File: config.mk
export PLATFORM = sky130hd
export DESIGN_NAME = ifetch_unit
export DESIGN_NICKNAME = d
export VERILOG_FILES = /design/src/rtl/pipe_pkg.sv /design/src/rtl/ifetch_skid_fifo.sv /design/src/rtl/ifetch_unit.sv
export SDC_FILE = /design/constraint.sdc
export NUM_CORES = 1
export LEC_CHECK = 0
export ABC_AREA = 1
export CAP_MARGIN = 5
export CORE_MARGIN = 4
export CORE_UTILIZATION = 50
export CTS_BUF_LIST = sky130_fd_sc_hd__clkbuf_2
export DETAILED_ROUTE_END_ITERATION = 7
export PLACE_DENSITY = 0.86
export SLEW_MARGIN = 20
export SYNTH_ARGS = -nofsm -noshare
export SYNTH_HDL_FRONTEND = slang
export SYNTH_SLANG_ARGS = --single-unit
File: constraint.sdc
create_clock -name clk -period 3.63 [get_ports clk]
set_input_delay 0.726 -clock clk [delete_from_list [all_inputs] [get_ports clk]]
set_output_delay 0.726 -clock clk [all_outputs]
set_load 0.01 [all_outputs]
File: src/rtl/pipe_pkg.sv
// Shared definitions for the redirect pipeline front end.
// Holds the PC step, reset/NOP constants, the fetch buffer entry type and a
// helper that forces an address onto a word boundary.
package pipe_pkg;

  localparam logic [31:0] PC_STEP          = 32'd4;
  localparam logic [31:0] RESET_PC_DEFAULT = 32'h0000_0000;
  localparam logic [31:0] NOP_INSTR        = 32'h0000_0000;

  typedef struct packed {
    logic [31:0] pc;
    logic [31:0] instr;
  } fetch_entry_t;

  function automatic logic [31:0] align_word(input logic [31:0] addr);
    return {addr[31:2], 2'b00};
  endfunction

endpackage

File: src/rtl/ifetch_skid_fifo.sv
// Two-entry skid buffer of fetched instructions.
// Ports:
//   clk, rst_n     : clock, asynchronous active-low reset
//   push, push_data: write one entry (caller guarantees space)
//   pop            : remove the head entry (ignored when empty)
//   flush          : drop all entries; wins over push and pop
//   count          : number of stored entries (0..2)
//   head           : oldest entry (cleared to zero by reset)
module ifetch_skid_fifo
  import pipe_pkg::*;
(
  input  logic         clk,
  input  logic         rst_n,
  input  logic         push,
  input  fetch_entry_t push_data,
  input  logic         pop,
  input  logic         flush,
  output logic [1:0]   count,
  output fetch_entry_t head
);

  fetch_entry_t mem_q [2];
  logic         wr_ptr_q, wr_ptr_d;
  logic         rd_ptr_q, rd_ptr_d;
  logic [1:0]   count_q, count_d;
  logic         do_push, do_pop;

  assign do_push = push && !flush;
  assign do_pop  = pop && !flush && (count_q != 2'd0);

  always_comb begin
    wr_ptr_d = wr_ptr_q;
    rd_ptr_d = rd_ptr_q;
    count_d  = count_q;
    if (flush) begin
      wr_ptr_d = 1'b0;
      rd_ptr_d = 1'b0;
      count_d  = 2'd0;
    end else begin
      if (do_push) wr_ptr_d = ~wr_ptr_q;
      if (do_pop)  rd_ptr_d = ~rd_ptr_q;
      // Simultaneous push and pop leaves the occupancy unchanged.
      case ({do_push, do_pop})
        2'b10:   count_d = count_q + 2'd1;
        2'b01:   count_d = count_q - 2'd1;
        default: count_d = count_q;
      endcase
    end
  end

  always_ff @(posedge clk or negedge rst_n) begin
    if (!rst_n) begin
      wr_ptr_q <= 1'b0;
      rd_ptr_q <= 1'b0;
      count_q  <= 2'd0;
      mem_q[0] <= '{pc: 32'h0, instr: NOP_INSTR};
      mem_q[1] <= '{pc: 32'h0, instr: NOP_INSTR};
    end else begin
      wr_ptr_q <= wr_ptr_d;
      rd_ptr_q <= rd_ptr_d;
      count_q  <= count_d;
      if (do_push) mem_q[wr_ptr_q] <= push_data;
    end
  end

  assign count = count_q;
  assign head  = mem_q[rd_ptr_q];

endmodule

File: src/rtl/ifetch_unit.sv
// Instruction fetch stage: owns the PC, issues word reads to a 1-cycle
// synchronous instruction memory, buffers returned words in a 2-entry skid
// FIFO and hands them to decode over a valid/ready handshake. A redirect
// flushes the buffer, bumps the epoch so stale responses are dropped, and
// restarts fetching at the (word-aligned) target.
// Ports:
//   clk, rst_n                  : clock, asynchronous active-low reset
//   stall                       : blocks new memory requests only
//   redirect_valid, redirect_pc : taken branch/jump and its target
//   imem_req, imem_addr         : memory read request and word address
//   imem_rdata                  : data for the previous cycle's request
//   ir_valid, ir, ir_pc         : instruction to decode and its PC
//   ir_ready                    : decode accepts ir this cycle
//   misalign                    : one-cycle pulse after a misaligned target
module ifetch_unit
  import pipe_pkg::*;
#(
  parameter logic [31:0] RESET_PC   = RESET_PC_DEFAULT,
  parameter int          FIFO_DEPTH = 2
) (
  input  logic        clk,
  input  logic        rst_n,
  input  logic        stall,
  input  logic        redirect_valid,
  input  logic [31:0] redirect_pc,
  output logic        imem_req,
  output logic [31:0] imem_addr,
  input  logic [31:0] imem_rdata,
  output logic        ir_valid,
  output logic [31:0] ir,
  output logic [31:0] ir_pc,
  input  logic        ir_ready,
  output logic        misalign
);

  logic [31:0]  pc_q, pc_d;
  logic [31:0]  req_addr_q, req_addr_d;
  logic         inflight_q, inflight_d;
  logic         epoch_q, epoch_d;
  logic         req_epoch_q, req_epoch_d;
  logic         misalign_q, misalign_d;
  // Goes high on the first edge after reset release so requests start on a
  // clean cycle boundary rather than the instant rst_n deasserts.
  logic         run_q;

  logic [1:0]   fifo_count;
  fetch_entry_t fifo_head;
  fetch_entry_t push_entry;
  logic         push, pop, flush;
  logic [2:0]   occupancy;
  logic         issue;

  assign flush = redirect_valid;
  assign pop   = ir_valid && ir_ready && !redirect_valid;

  // Only responses belonging to the current epoch are kept; the flush
  // inside the FIFO additionally drops anything arriving during a redirect.
  assign push       = inflight_q && (req_epoch_q == epoch_q);
  assign push_entry = '{pc: req_addr_q, instr: imem_rdata};

  // Slots committed next cycle: stored entries plus the word in flight,
  // minus the entry leaving now. Counting the pop lets a full-rate stream
  // keep one request per cycle while never overfilling the buffer.
  assign occupancy = {1'b0, fifo_count} + {2'b00, inflight_q} - {2'b00, pop};
  assign issue     = run_q && !stall && !redirect_valid
                     && (occupancy < 3'(FIFO_DEPTH));

  always_comb begin
    pc_d        = pc_q;
    req_addr_d  = req_addr_q;
    req_epoch_d = req_epoch_q;
    epoch_d     = epoch_q;
    inflight_d  = issue;
    misalign_d  = redirect_valid && (redirect_pc[1:0] != 2'b00);
    if (redirect_valid) begin
      pc_d    = align_word(redirect_pc);
      epoch_d = ~epoch_q;
    end else if (issue) begin
      pc_d        = pc_q + PC_STEP;
      req_addr_d  = pc_q;
      req_epoch_d = epoch_q;
    end
  end

  always_ff @(posedge clk or negedge rst_n) begin
    if (!rst_n) begin
      pc_q        <= RESET_PC;
      req_addr_q  <= 32'h0;
      inflight_q  <= 1'b0;
      epoch_q     <= 1'b0;
      req_epoch_q <= 1'b0;
      misalign_q  <= 1'b0;
      run_q       <= 1'b0;
    end else begin
      pc_q        <= pc_d;
      req_addr_q  <= req_addr_d;
      inflight_q  <= inflight_d;
      epoch_q     <= epoch_d;
      req_epoch_q <= req_epoch_d;
      misalign_q  <= misalign_d;
      run_q       <= 1'b1;
    end
  end

  ifetch_skid_fifo u_fifo (
    .clk       (clk),
    .rst_n     (rst_n),
    .push      (push),
    .push_data (push_entry),
    .pop       (pop),
    .flush     (flush),
    .count     (fifo_count),
    .head      (fifo_head)
  );

  assign imem_req  = issue;
  assign imem_addr = pc_q;
  assign ir_valid  = (fifo_count != 2'd0);
  assign ir        = fifo_head.instr;
  assign ir_pc     = fifo_head.pc;
  assign misalign  = misalign_q;

endmodule

==> flow_summary.toml, run 1 <==
[synthesis]
synth_area_sq_mm = 0.009198
avgSynthCellArea_sq_um = 8.019
synth_cell_types = 37
synth_cells = 1147
ys.warnings.count = 0
synth.yosys.seq_area_share_pct = 52.51
synth_seq_cells = 193

[route]
wl_per_cell_um = 14.42
drt_drc_violations_left = 0
num_vias = 8030
ant_nets = 0
wl_met1_mm = 9.763
first_pass_iters = 5
wl_met2_mm = 10.26
vias_per_cell = 5.214
top_layer_used = "met4"
drt_iter0_drc = 617
wl_met3_mm = 1.864
wl_mm = 22.21

[timing]
fin_crit_sh_pct = 98.45
fmax_mhz = 279.8
period_needed_ns = 3.574
rsz0062_at_grt = "true"
slew_headroom_pct = 55.66
fin_worst_skew_ns = 0.05307
holdWs_ns = 0.4587
maxSlewViolCount = 0
worst_pin_slew_ns = 0.6651
hold_violations = 0
setup_viol = 0
fin_setup_tns_ns = 0

[worst_setup_path]
critPathMaxFanout = 3
cp.required_ns = 2.90
crit_path_end_kind = "primary output"
critPathArrivalTime_ns = 2.85
startpoint_type = "register"
cp_slowest_stage_delay_ns = 0.55
crit_type = "register to primary output"
cpMostUsedCell = "inv_2"
worstRegToRegCells = 17
rrSetupSlack_ns = 0.56
slowest_stage = "fa_1"
path_cells = "inv_2, nand2_4, nand2_4, nor2_4, ha_4, inv_2, nand2_2, fa_1, nand2_1, nor2_2, nand2_2, inv_2, buf_6"

[pwr]
total_leakage_power_uw = 0.005526
pwr-share-comb_pct = 34.4
p_per_area_mw_per_mm2 = 585.5
netSwitchingFraction_pct = 35.18
vdd_drop_max_mv = 0.3362
power_uw = 6598
pwr-share-clk_pct = 17.5
p_int_uw = 4277
power.share.sequential_pct = 48.0
switchingPower_uw = 2321

[floorplan]
pin_count = 168
placementRows = 49
coreArea_sq_mm = 0.01802
die_w_um = 143.6
die_h_um = 143.6
initial_core_util_pct = 51.03
die_area_sq_mm = 0.02063

[global_routing]
grt-ovfl-total = 0
grt_first_pass_wirelength_mm = 36.12
grt_usage_pct = 21.62
grt_pass1_vias = 7577
antenna_found_initial = 1
grt_max_degree = 72

[placement]
gp_congestion = 0.8912
portBuffers = 163
hpwl_mm = 15.33

[clock_tree]
cts_max_path_buffers = 2
cts_tree = "built"
htree_num_levels = 4
cts.sink_count = 193
root_buffer = "clkbuf_2"
clk_pin_slew_ns = 0.30
cts_buffers = 17
clk_latency_ns = 0.78

[final_layout]
nets = 1369
fill_cells = 1532
final_cell_mix = "nand2_1, dfrtp_1, clkdlybuf4s50_1, o21ai_0, inv_1"
area_delta_synth_final_pct = 22.51
drive_above_1_share_pct = 7.710
final_common_cell = "nand2_1"

[min_path]
hp-class = "primary input to register"
holdPathStages = 3

[flow_run]
drv_cap = 0

[status]
status = "finished clean"
synth_stat cells (all sizes together):
master / n / area share, %
nand2: 455 / 19
conb: 2 / 0.082
inv: 120 / 5.0
o221ai: 2 / 0.19
nand4: 12 / 0.88
clkbuf: 25 / 1.1
o21bai: 6 / 0.49
xnor2: 2 / 0.27
o211ai: 7 / 0.57
nand3b: 5 / 0.41
fa: 1 / 0.22
dfrtp: 193 / 53
nor2: 50 / 2.2
buf: 34 / 3.4
xor2: 3 / 0.29
ha: 2 / 0.27
a21oi: 11 / 0.60
o21ai: 170 / 10
nand3: 44 / 2.6
nor3: 3 / 0.16
per-layer routing:
layer,up-vias,track usage (%)
met5,-,0
met4,0,5.055
met3,31,5.191
met2,357,33.72
met1,3752,30.97
li1,3890,-
worst max-delay path: cells and delay by family (launching register included):
family / cells / cell delay [ns]
flops: 1 / 0.44
fa+ha+maj: 2 / 0.77
simple gates: 7 / 0.59
buf+inv: 4 / 0.30
power groups by stage:
| stage | Clock [uW] | Sequential (uW) | Combinational, uW |
|---|---|---|---|
| 6_report | 1160 | 3170 | 2270 |
| 5_1_grt | 1270 | 3250 | 2540 |
| 4_1_cts | 1170 | 3160 | 2280 |
| 3_5_place_dp | 0 | 3210 | 2270 |
| 3_3_place_gp | 0 | 3170 | 2190 |
| 2_1_floorplan | 0 | 3120 | 1230 |
stage by stage:
| stage | area [sq um] | setup slack (ns) | util (%) | cells |
|---|---|---|---|---|
| 2_1_floorplan | 9209 | 0.5053 | - | 1150 |
| 3_3_place_gp | 10900 | -0.1980 | 60.45 | 1499 |
| 3_5_place_dp | 10900 | -0.2544 | 60.45 | 1499 |
| 4_1_cts | 11200 | 0.02958 | 62.16 | 1536 |
| 5_1_grt | 11270 | -0.1685 | 62.52 | 1540 |
| 6_report | 11270 | 0.05628 | 62.52 | 1540 |
final timing paths:
path                                    endpoint              from
max in group asynchronous       u_fifo.mem_q[44]             rst_n
worst min register to register  u_fifo.mem_q[76]  u_fifo.mem_q[76]
worst max register to register     imem_addr[15]   u_fifo.count[0]
worst min-delay path                    misalign    redirect_pc[0]
min in group asynchronous        u_fifo.mem_q[2]             rst_n
worst max-delay path                    imem_req   u_fifo.count[0]
cells by family (layout without fill, tap and decap cells):
logic type	Yosys count	after routing	synth area share [%]
AOI/OAI and AO/OA	196	196	11.96
xor gates and xnor gates	5	5	0.5579
adders and majority gates	3	3	0.4897
buffers and inverters	179	339	9.455
DFF	193	193	52.51
other	2	6	0.08165
and+or+nand+nor	569	569	24.95
registers in the layout (all words and copies together) (netlist names), 2 cells and up:
signal / cells
u_fifo.mem_q: 124
imem_addr: 30
req_addr_q: 30
u_fifo.count: 2
layout make-up:
type                            count  area (sq um)  share of cell area [%]
Clock buffer                       18         90.09                  0.7995
Inverter                          120         455.4                   4.042
Sequential cell                   193          4831                   42.87
Tap cell                          229         286.5                   2.543
Clock inverter                     14         177.7                   1.577
Multi-Input combinational cell    778          3556                   31.56
Antenna cell                        1         2.502                 0.02221
Timing Repair Buffer              187          1869                   16.59
timing repair:
action                                 4_1_cts  5_1_grt
hold buffers                                 1        0
setup buffers                                4        3
endpoints found under the hold margin       66        0
gates resized for setup                      7        9
gates cloned                                 0        0
setup endpoints to repair                    1        1
pin swaps                                    2        6
No activity file was read; power rests on OpenSTA's default activity.
==> run 2, diff against run 1 <==
--- a/config.mk
+++ b/config.mk
@@ -8,10 +8,10 @@
 export ABC_AREA = 1
 export CAP_MARGIN = 5
 export CORE_MARGIN = 4
-export CORE_UTILIZATION = 50
+export CORE_UTILIZATION = 49
 export CTS_BUF_LIST = sky130_fd_sc_hd__clkbuf_2
 export DETAILED_ROUTE_END_ITERATION = 7
-export PLACE_DENSITY = 0.86
+export PLACE_DENSITY = 0.87
 export SLEW_MARGIN = 20
 export SYNTH_ARGS = -nofsm -noshare
 export SYNTH_HDL_FRONTEND = slang
==> constraint.sdc (replaced) <==
create_clock -name clk -period 2.9 [get_ports clk]
set_input_delay 0.58 -clock clk [delete_from_list [all_inputs] [get_ports clk]]
set_output_delay 0.58 -clock clk [all_outputs]
set_load 0.01 [all_outputs]
==> run 2 against run 1 <==
  * The flow now finishes with violations (setup timing)
  * Non-clock buffer count grew 14
  * Highest routed layer unchanged
  * Count of clock-buffer cells in the layout is the same
  * Die area grew 1.9%
  * Via count is essentially flat
==> flow_summary.toml, run 2 (synthesized netlist as in run 1, its figures left out) <==
[final_layout]
drive_above_1_share_pct = 8.390
final_core_util_pct = 63.56
ff_latch_area_sq_mm = 0.004831
final_cell_mix = "nand2_1, dfrtp_1, o21ai_0, inv_1, clkdlybuf4s50_1"
top_register = "u_fifo.mem_q"
final_common_cell = "nand2_1"
diodes = 0
fill_cells = 1503
multi_input_area_sq_mm = 0.003526
area_delta_synth_final_pct = 25.83
largest_reg_flops = 124
nets = 1383

[timing]
hold_violations = 0
rsz0062_at_grt = "true"
worst_pin_slew_ns = 0.5326
fmax_mhz = 307.2
setup_viol = 1
layout_setup_ws_ns = -0.3556
period_needed_ns = 3.256
fin_crit_sh_pct = 112.3
fin_worst_skew_ns = 0.02863
maxSlewViolCount = 0
holdWs_ns = 0.2842
slew_headroom_pct = 64.49

[worst_setup_path]
cp_slowest_stage_delay_ns = 0.49
cp.required_ns = 2.32
crit_path_end_kind = "primary output"
slowest_stage = "fa_1"
path_cells = "inv_2, nand2_2, nand2_2, nor2_2, ha_1, inv_1, nand2_1, fa_1, nand2_1, nor2_2, nand2_2, inv_2, buf_6"
critPathArrivalTime_ns = 2.68
crit_family = "adder cells"
startpoint_type = "register"
cpMostUsedCell = "nand2_2"
crit_type = "register to primary output"
critPathMaxFanout = 2
cp_num_buf_inv = 4

[global_routing]
grt_max_degree = 119
grt-ovfl-total = 0
antenna_found_initial = 0
grt_pass1_vias = 7602
grt_first_pass_wirelength_mm = 37.80
grt_usage_pct = 21.54

[floorplan]
initial_core_util_pct = 50.51
coreArea_sq_mm = 0.01821
die_h_um = 145.0
placementRows = 49
die_area_sq_mm = 0.02103
die_w_um = 145.0
pin_count = 168

[route]
num_vias = 8022
wl_per_cell_um = 14.96
drt_drc_violations_left = 0
first_pass_iters = 5
vias_per_cell = 5.169
ant_nets = 0
wl_mm = 23.21
drt_iter0_drc = 693

[clock_tree]
root_buffer = "clkbuf_2"
clk_latency_ns = 0.73
cts_max_path_buffers = 2
htree_num_levels = 4
cts_buffers = 17
cts.sink_count = 193
cts_tree = "built"
clk_pin_slew_ns = 0.25

[min_path]
hp-class = "primary input to async pin"

[pwr]
total_leakage_power_uw = 0.006236
vdd_drop_max_mv = 0.2898
p_per_area_mw_per_mm2 = 706.3

[placement]
portBuffers = 163
hpwl_mm = 15.46
gp_congestion = 0.8766

[status]
violations = "setup timing"
status = "complete, but fails checks"

[flow_run]
drv_cap = 0
-- run 2: path summary, 6_finish.rpt --
check,start,endpoint,slack [ns],cells after the start
setup / recovery,u_fifo.count[0],imem_req,-0.36,13
hold / removal,rst_n,u_fifo.mem_q[100],0.28,2
setup reg to reg,u_fifo.count[0],imem_addr[22],0.27,16
hold reg to reg,u_fifo.mem_q[28],u_fifo.mem_q[28],0.52,2
max in group asynchronous,rst_n,u_fifo.mem_q[117],1.89,3
min in group clk,imem_rdata[26],u_fifo.mem_q[90],0.36,3
-- run 2: metal layers --
layer	wire length (um)	up-vias	part of all wire, %	track usage [%]
met5	0	-	0	0
met4	212	0	0.91	4.988
met3	1745	22	7.5	4.334
met2	10920	340	47	34.34
met1	10340	3748	45	30.80
li1	-	3912	-	-
-- run 2: worst reg2reg max path, delay by kind of cell (launching register included) --
kind,cells,cell delay (ns)
flip-flops,1,0.45
AO/OA/AOI/OAI,1,0.08
adder cells (fa/ha/maj),2,0.71
AND/OR/NAND/NOR,9,0.60
buffers and inverters,4,0.71
-- run 2: cell type report --
class                   instances  area share (%)
inverters                     120           4.000
multi-input cells             778           30.46
well taps                     229           2.476
clock inverters                13           1.405
clock buffers                  18          0.7784
flip-flops and latches        193           41.74
repair buffers                201           19.14
-- run 2: per-stage QoR --
stage	setup TNS (ns)	power [uW]	std cells	area, sq um	setup slack [ns]
6_report	-0.3556	8174	1552	11570	-0.3556
5_1_grt	-0.6403	8766	1552	11570	-0.6403
4_1_cts	-0.4410	8234	1544	11340	-0.4410
3_5_place_dp	-14.15	6891	1509	11000	-0.5912
3_3_place_gp	-13.38	6740	1509	11000	-0.5947
2_1_floorplan	0	5456	1150	9209	0.06730
-- run 2: repair_timing --
action                     4_1_cts  5_1_grt
buffers inserted                 1        5
gates cloned                     2        3
hold buffers                     1        0
hold endpoints to repair        31        0
pin swaps                        1        0
setup endpoints to repair       60       51
gates resized for setup         38       46
-- run 2: power by group --
| part | internal (uW) | switching [uW] |
|---|---|---|
| sequential | 3480 | 496 |
| combinational | 1300 | 1500 |
| clock | 485 | 906 |
